$ cat src/rtl/axi_img_master.sv
`default_nettype none
// ============================================================================
// Module  : axi_img_master
// Brief   : AXI4-Lite write initiator that streams one image frame into the
//           accelerator image port, one single-beat write per 8-bit pixel,
//           with at most one transaction outstanding.
// Config  : AXI_IMG_MASTER_ABORT_EN - when defined, an error response ends
//           the frame immediately instead of writing the remaining pixels.
// Rev     : 1.0 - initial release
// ============================================================================
module axi_img_master #(
  parameter int unsigned N_PIXELS    = 256,
  parameter logic [31:0] ADDR_BASE   = 32'h0000_0000,
  parameter logic [31:0] ADDR_STRIDE = 32'd1
) (
  input  logic        ACLK,
  input  logic        ARESET,
  input  logic        START,
  output logic        BUSY,
  output logic        DONE,
  output logic        ERROR,
  input  logic [7:0]  PIX_DATA,
  input  logic        PIX_VALID,
  output logic        PIX_READY,
  output logic [31:0] AWADDR,
  output logic [2:0]  AWPROT,
  output logic        AWVALID,
  input  logic        AWREADY,
  output logic [31:0] WDATA,
  output logic [3:0]  WSTRB,
  output logic        WVALID,
  input  logic        WREADY,
  input  logic [1:0]  BRESP,
  input  logic        BVALID,
  output logic        BREADY
);

  localparam int unsigned      CNT_W    = $clog2(N_PIXELS + 1);
  localparam logic [CNT_W-1:0] LAST_IDX = CNT_W'(N_PIXELS - 1);

  typedef enum logic [2:0] {
    S_IDLE  = 3'd0,
    S_FETCH = 3'd1,
    S_WRITE = 3'd2,
    S_RESP  = 3'd3,
    S_FIN   = 3'd4
  } state_t;

  state_t           state_q, state_d;
  logic [CNT_W-1:0] idx_q, idx_d;
  logic             aw_done_q, aw_done_d;
  logic             w_done_q, w_done_d;
  logic             busy_q, busy_d;
  logic             done_q, done_d;
  logic             error_q, error_d;
  logic             pix_ready_q, pix_ready_d;
  logic             awvalid_q, awvalid_d;
  logic             wvalid_q, wvalid_d;
  logic             bready_q, bready_d;
  logic [31:0]      awaddr_q, awaddr_d;
  logic [31:0]      wdata_q, wdata_d;

  logic             resp_err;
  logic             last_pix;
  logic             frame_end;

  assign resp_err = (BRESP != 2'b00);
  assign last_pix = (idx_q == LAST_IDX);

`ifdef AXI_IMG_MASTER_ABORT_EN
  assign frame_end = last_pix | resp_err;
`else
  assign frame_end = last_pix;
`endif

  // Next-state logic; every output register is derived from the next state
  // so that all AXI and pixel-side outputs come straight from flops.
  always_comb begin
    state_d   = state_q;
    idx_d     = idx_q;
    aw_done_d = aw_done_q;
    w_done_d  = w_done_q;
    error_d   = error_q;
    awaddr_d  = awaddr_q;
    wdata_d   = wdata_q;

    case (state_q)
      S_IDLE: begin
        if (START) begin
          state_d = S_FETCH;
          idx_d   = '0;
          error_d = 1'b0;
        end
      end
      S_FETCH: begin
        if (PIX_VALID && pix_ready_q) begin
          wdata_d   = {24'h0, PIX_DATA};
          awaddr_d  = ADDR_BASE + (32'(idx_q) * ADDR_STRIDE);
          aw_done_d = 1'b0;
          w_done_d  = 1'b0;
          state_d   = S_WRITE;
        end
      end
      S_WRITE: begin
        // Each channel completes independently; the response phase starts
        // only once both the address and the data have been taken.
        aw_done_d = aw_done_q | (awvalid_q & AWREADY);
        w_done_d  = w_done_q  | (wvalid_q & WREADY);
        if (aw_done_d && w_done_d) begin
          state_d = S_RESP;
        end
      end
      S_RESP: begin
        if (BVALID && bready_q) begin
          if (resp_err) begin
            error_d = 1'b1;
          end
          if (frame_end) begin
            state_d = S_FIN;
          end else begin
            idx_d   = idx_q + CNT_W'(1);
            state_d = S_FETCH;
          end
        end
      end
      S_FIN: begin
        state_d = S_IDLE;
      end
      default: begin
        state_d = S_IDLE;
      end
    endcase

    pix_ready_d = (state_d == S_FETCH);
    awvalid_d   = (state_d == S_WRITE) && !aw_done_d;
    wvalid_d    = (state_d == S_WRITE) && !w_done_d;
    bready_d    = (state_d == S_RESP);
    done_d      = (state_d == S_FIN);
    busy_d      = (state_d != S_IDLE);
  end

  // State register and registered outputs; reset abandons any transfer.
  always_ff @(posedge ACLK) begin
    if (ARESET) begin
      state_q     <= S_IDLE;
      idx_q       <= '0;
      aw_done_q   <= 1'b0;
      w_done_q    <= 1'b0;
      busy_q      <= 1'b0;
      done_q      <= 1'b0;
      error_q     <= 1'b0;
      pix_ready_q <= 1'b0;
      awvalid_q   <= 1'b0;
      wvalid_q    <= 1'b0;
      bready_q    <= 1'b0;
      awaddr_q    <= 32'h0;
      wdata_q     <= 32'h0;
    end else begin
      state_q     <= state_d;
      idx_q       <= idx_d;
      aw_done_q   <= aw_done_d;
      w_done_q    <= w_done_d;
      busy_q      <= busy_d;
      done_q      <= done_d;
      error_q     <= error_d;
      pix_ready_q <= pix_ready_d;
      awvalid_q   <= awvalid_d;
      wvalid_q    <= wvalid_d;
      bready_q    <= bready_d;
      awaddr_q    <= awaddr_d;
      wdata_q     <= wdata_d;
    end
  end

  assign BUSY      = busy_q;
  assign DONE      = done_q;
  assign ERROR     = error_q;
  assign PIX_READY = pix_ready_q;
  assign AWADDR    = awaddr_q;
  assign AWPROT    = 3'b000;
  assign AWVALID   = awvalid_q;
  assign WDATA     = wdata_q;
  assign WSTRB     = 4'b0001;
  assign WVALID    = wvalid_q;
  assign BREADY    = bready_q;

endmodule
`default_nettype wire

$ cat config.mk
export PLATFORM = sky130hd
export DESIGN_NAME = axi_img_master
export DESIGN_NICKNAME = d
export VERILOG_FILES = /design/src/rtl/axi_img_master.sv
export SDC_FILE = /design/constraint.sdc
export NUM_CORES = 1
export LEC_CHECK = 0
export CAP_MARGIN = 20
export CORE_ASPECT_RATIO = 1.25
export CORE_MARGIN = 5
export CORE_UTILIZATION = 40
export DETAILED_ROUTE_END_ITERATION = 8
export GPL_TIMING_DRIVEN = 1
export PLACE_DENSITY = 0.8
export SYNTH_ARGS = -nofsm -noshare
export SYNTH_HDL_FRONTEND = slang
export SYNTH_SLANG_ARGS = --single-unit
$ cat constraint.sdc
create_clock -name ACLK -period 2.2 [get_ports ACLK]
set_input_delay 0.22 -clock ACLK [delete_from_list [all_inputs] [get_ports ACLK]]
set_output_delay 0.22 -clock ACLK [all_outputs]
set_load 0.05 [all_outputs]
; ---- Word-level counts from Yosys, hierarchy flattened
; Index checks and enable logic that the tools add are counted.
[op_classes]
n_addsub = 1
eq_ne = 12
n_mux = 18
bitwise = 4
reduce_logical = 14
[op_table]
columns = cell, n
row1 = two-way mux 9 bit, 3
row2 = one-hot mux 9 bit (2 select lines), 1
row3 = two-way mux 3 bit, 5
row4 = "== test 3 x 2 -> 1 bit, second input constant", 4
row5 = one-hot mux 3 bit (4 select lines), 1
row6 = "adder 9 x 1 -> 9 bit, second input constant", 1
row7 = "== test 9 x 8 -> 1 bit, second input constant", 1
row8 = "inequality test 2 bit, second input constant", 4
row9 = AND reduction 4 bit, 2
row10 = "== test 3 x 1 -> 1 bit, second input constant", 2
row11 = one-hot mux 1 bit (2 select lines), 3
row12 = logical AND 1 bit, 5
row13 = two-way mux 1 bit, 5
row14 = nonzero test 2 bit, 2
row15 = "== test 3 bit, second input constant", 1
row16 = logical NOT 3 bit, 1
row17 = nonzero test 3 bit, 1
row18 = bitwise AND 1 bit, 2
row19 = logical NOT 1 bit, 2
row20 = bitwise OR 1 bit, 2
row21 = AND reduction 2 bit, 1
[totals]
reg_bits = 38
in_bits = 17
output_inout_bits = 78
wordCells = 62

; ---- Depth between registers and ports, before layout
[depth]
word_depth = 7
depth_mapped = 9
mapped_depth_nobuf = 8

; ---- Worst setup path after synthesis
; No wires, ideal clock.
[synth_path]
path_type = register to register
start = reg idx_q[0]
end = reg idx_q[0]
setup_time_ns = 0.128
t_arrival_ns = 1.857
t_required_ns = 2.072
setup_slack_ns = 0.216
stages_incl_launch_ff = 10
path_buffers = 1
synth_period_minus_slack_ns = 1.984
path_cell_list = dfxtp_1 > ha_1 > nand3_1 > nor2_1 > ha_1 > and4bb_1 > a31oi_1 > buf_2 > mux2i_1 > nor2_1
[synth_between]
elab_chain_len = 4
word_cells_on_any_way = 7
classes_between = add/sub (1) / eq/ne (2) / mux (3) / reduce/logical (1)
[synth_rtl]
columns = item, line_no
row1 = start: declaration, 50  ; logic [CNT_W-1:0] idx_q, idx_d;
row2 = start signal: assignment, 160  ; idx_q <= idx_d;
row3 = adder 9 x 1 -> 9 bit, 121  ; idx_d = idx_q + CNT_W'(1);
row4 = two-way mux 9 bit, 118  ; if (frame_end) begin
row5 = two-way mux 9 bit, 114  ; if (BVALID && bready_q) begin
row6 = one-hot mux 9 bit (2 select lines), 87  ; case (state_q)
; Parallel ways exist; a longest one is shown, timed or not. The select of a mux whose other input is x is not followed.
; A chain may end at the register's enable or synchronous reset.

; ---- Final worst setup path
[layout_path]
start = reg idx_q[1]
end = reg idx_q[5]
; The elaborated chain is that of the path after synthesis.

==> impl_metrics.toml <==
[setup_path]
ff2ff_path_depth = 9
reg2reg_slack_ns = 0.12
crit_buf_inv = 1
r2r-end = "idx_q[5]"
cp-end-kind = "register"
crit_type = "reg2reg"
path_max_fanout = 12
endpoint = "idx_q[5]"
critical-path-top-delay-family = "simple AND/OR/NAND/NOR gates"
startpoint = "idx_q[1]"
cp-start-kind = "register"
r2r-start = "idx_q[1]"
arrival_ns = 2.31
cpPeakStageDelay_ns = 0.47
critical_path_depth = 9
cp_cell_sequence = "ha_2 -> nand3_1 -> nor2_1 -> ha_1 -> and4bb_1 -> a31oi_1 -> buf_4 -> or4_1 -> a21oi_1"
cp_slowest_cell = "or4_1"
required_ns = 2.42

[synth]
synthTopCellsByCount = "buf_4 (54), nand2_1 (40), dfxtp_1 (38)"
yosysTopAreaCell = "dfxtp_1"
async_flop_share_pct = 0
yosys.area.top_type_share_pct = 39.4
synthMuxAreaShare_pct = 0.518
synth_top_family_by_area = "buffers and inverters"
yosys.cell_types.count = 34
synth.yosys.seq_area_share_pct = 39.4
synth_area_um2 = 1930
synth_simple_gate_area_share_pct = 21.3
synth-xor-area-share_pct = 0
synth_most_common_cell = "buf_4"
ys.flop_type = "dfxtp_1"
ys_warn_count = 0
synth_fa_ha_area_share_pct = 1.29
synth_compound_area_share_pct = 13.0
ys_ff_latch = 38
avgSynthCellArea_um2 = 8.16
synthCells = 237
synth_edf_count = 0
yosys-top-cells-area = "dfxtp_1 (39%), buf_4 (21%), a21oi_1 (7.8%), nand2_1 (7.8%), nand3_1 (2.1%)"

[clock_network]
cts.path.max_buffers = 2
cts_tree = "done"
cts_made_buffers = 5
cts_sinks = 38
cts_hold_buf = 0
htree_levels = 2
cts.reportedPaths.clkPinSlew_ns = 0.07
root_buffer = "clkbuf_8"
insertion_delay_ns = 0.29

[grt]
grt-ovfl-total = 0
grt_pass1_wl_mm = 6.29
grt_max_degree = 23
grt_usage_pct = 12.4
antenna_found_initial = 0
grt_pass1_vias = 1439

[die]
core_area_um2 = 4730
start_util_pct = 40.9
die_x_um = 72.2
pin_count = 95
rows = 28
die_h_um = 87.7
die-area_um2 = 6330

[sta]
finalHoldViolCount = 0
fmax_mhz = 480
fin_ws_ns = 0.118
max_slew_margin_pct = 65.2
fin_skew_ns = 0.00558
fin_crit_sh_pct = 94.6
setup_viol = 0
holdWs_ns = 0.452
period_minus_slack_ns = 2.08
worst_pin_slew_ns = 0.520
slew_violations = 0

[outcome]
outcome = "complete, no violations"

[placement]
port_buffers = 40
gp_congestion = 0.788
placed_cell_area_um2 = 2190
pre_cts_ws_ns = 0.0907
post-dp-hpwl_mm = 2.97

[power_and_ir_drop]
p_leak_uw = 0.000866
power.density_nw_per_um2 = 672
peakVddDrop_mv = 0.368
total_power_uw = 1550

[job]
drv_cap = 0

[detailed_routing]
viasPerCell = 4.56
drt-wirelength-per-cell_um = 11.7
drtIter0Drc = 131
vias = 1555
route.detailed.drc = 0
ant_nets = 0
wirelength_mm = 3.98
first_pass_iters = 4

[final_layout]
drive_gt1_share_pct = 7.47
fin_area_um2 = 2300
area_growth_pct = 19.2
diodes = 0
fin_nets = 299

[min_path]
holdCritPathClass = "reg2reg"
[worst min-delay path, stage by stage, from the launching register on]
cell     delay [ns]
dfxtp_1        0.31
nand2_1        0.05
a21oi_1        0.05
[kinds of logic (layout without fill, tap and decap cells)]
group                      Yosys count  in the layout
and+or+nand+nor                     83             83
buffers and inverters               67             59
adders and majority gates            2              2
AOI/OAI and AO/OA                   44             44
other                                2             54
muxes                                1              1
DFF                                 38             38
[stage by stage]
step                setup TNS, ns  instances  util [%]
detailed placement              0        330      46.2
floorplan                       0        289         -
global placement                0        330      46.2
finish                          0        341      48.7
global route             -0.00564        341      48.7
CTS                             0        338      48.1
[cells in the final DEF (no fill, tap or decap), drive strengths merged]
master | synthesis | layout
conb | 2 | 54
nand2 | 40 | 40
clkdlybuf4s50 | 0 | 40
dfxtp | 38 | 38
a21oi | 30 | 30
nand3 | 8 | 8
nor2 | 8 | 8
buf | 59 | 8
clkbuf | 5 | 7
or3 | 6 | 6
nor3 | 5 | 5
o21ai | 4 | 4
or4 | 4 | 4
inv | 3 | 3
o31ai | 3 | 3
a31oi | 3 | 3
nand2b | 2 | 2
o211ai | 2 | 2
nor2b | 2 | 2
ha | 2 | 2
nand4 | 1 | 1
nand3b | 1 | 1
nor4b | 1 | 1
or2 | 1 | 1
and3 | 1 | 1
a22oi | 1 | 1
and2 | 1 | 1
and4 | 1 | 1
o2111a | 1 | 1
and4bb | 1 | 1
mux2i | 1 | 1
clkinv | 0 | 1
[how the worst min path moves through the flow]
| stage | slack, ns | startpoint | cells past startpoint | endpoint |
|---|---|---|---|---|
| global placement | 0.44 | WDATA[4] | 2 | WDATA[4] |
| global route | 0.47 | AWADDR[7] | 2 | AWADDR[7] |
| floorplan | 0.36 | PIX_DATA[0] | 2 | WDATA[0] |
| finish | 0.45 | AWADDR[7] | 2 | AWADDR[7] |
| CTS | 0.45 | AWADDR[7] | 2 | AWADDR[7] |
| detailed placement | 0.45 | AWADDR[7] | 2 | AWADDR[7] |
[report_power, final]
group          internal, µW  switching (µW)  total (µW)
clock                   252             225         478
sequential              701            13.4         714
combinational          68.5             289         357
[metal layers]
metal,part of all wire [%],vias up,GRT usage [%]
li1,-,772,-
met1,37,708,13.7
met2,51,69,21.3
met3,10,6,4.25
met4,1.7,0,5.98
met5,0,-,0
[layout make-up]
cell class,count,area (µm²)
clock inverters,1,5.00
flip-flops and latches,38,762
well taps,60,75.1
repair buffers,48,460
inverters,3,11.3
multi-input cells,184,903
fillers,493,2430
clock buffers,7,86.3
[timing repair]
item | 4_1_cts | 5_1_grt
setup endpoints to repair | 0 | 2
resized for setup | 0 | 2
buffers inserted | 0 | 3
[registers in the layout, summed over array words and instances, names as in the netlist]
signal     flops
PIX_READY      1
state_q        3
AWVALID        1
BREADY         1
idx_q          9
WVALID         1
AWADDR         9
WDATA          8
BUSY           1
w_done_q       1
ERROR          1
aw_done_q      1
DONE           1
Power figures use the tool's default switching activity.
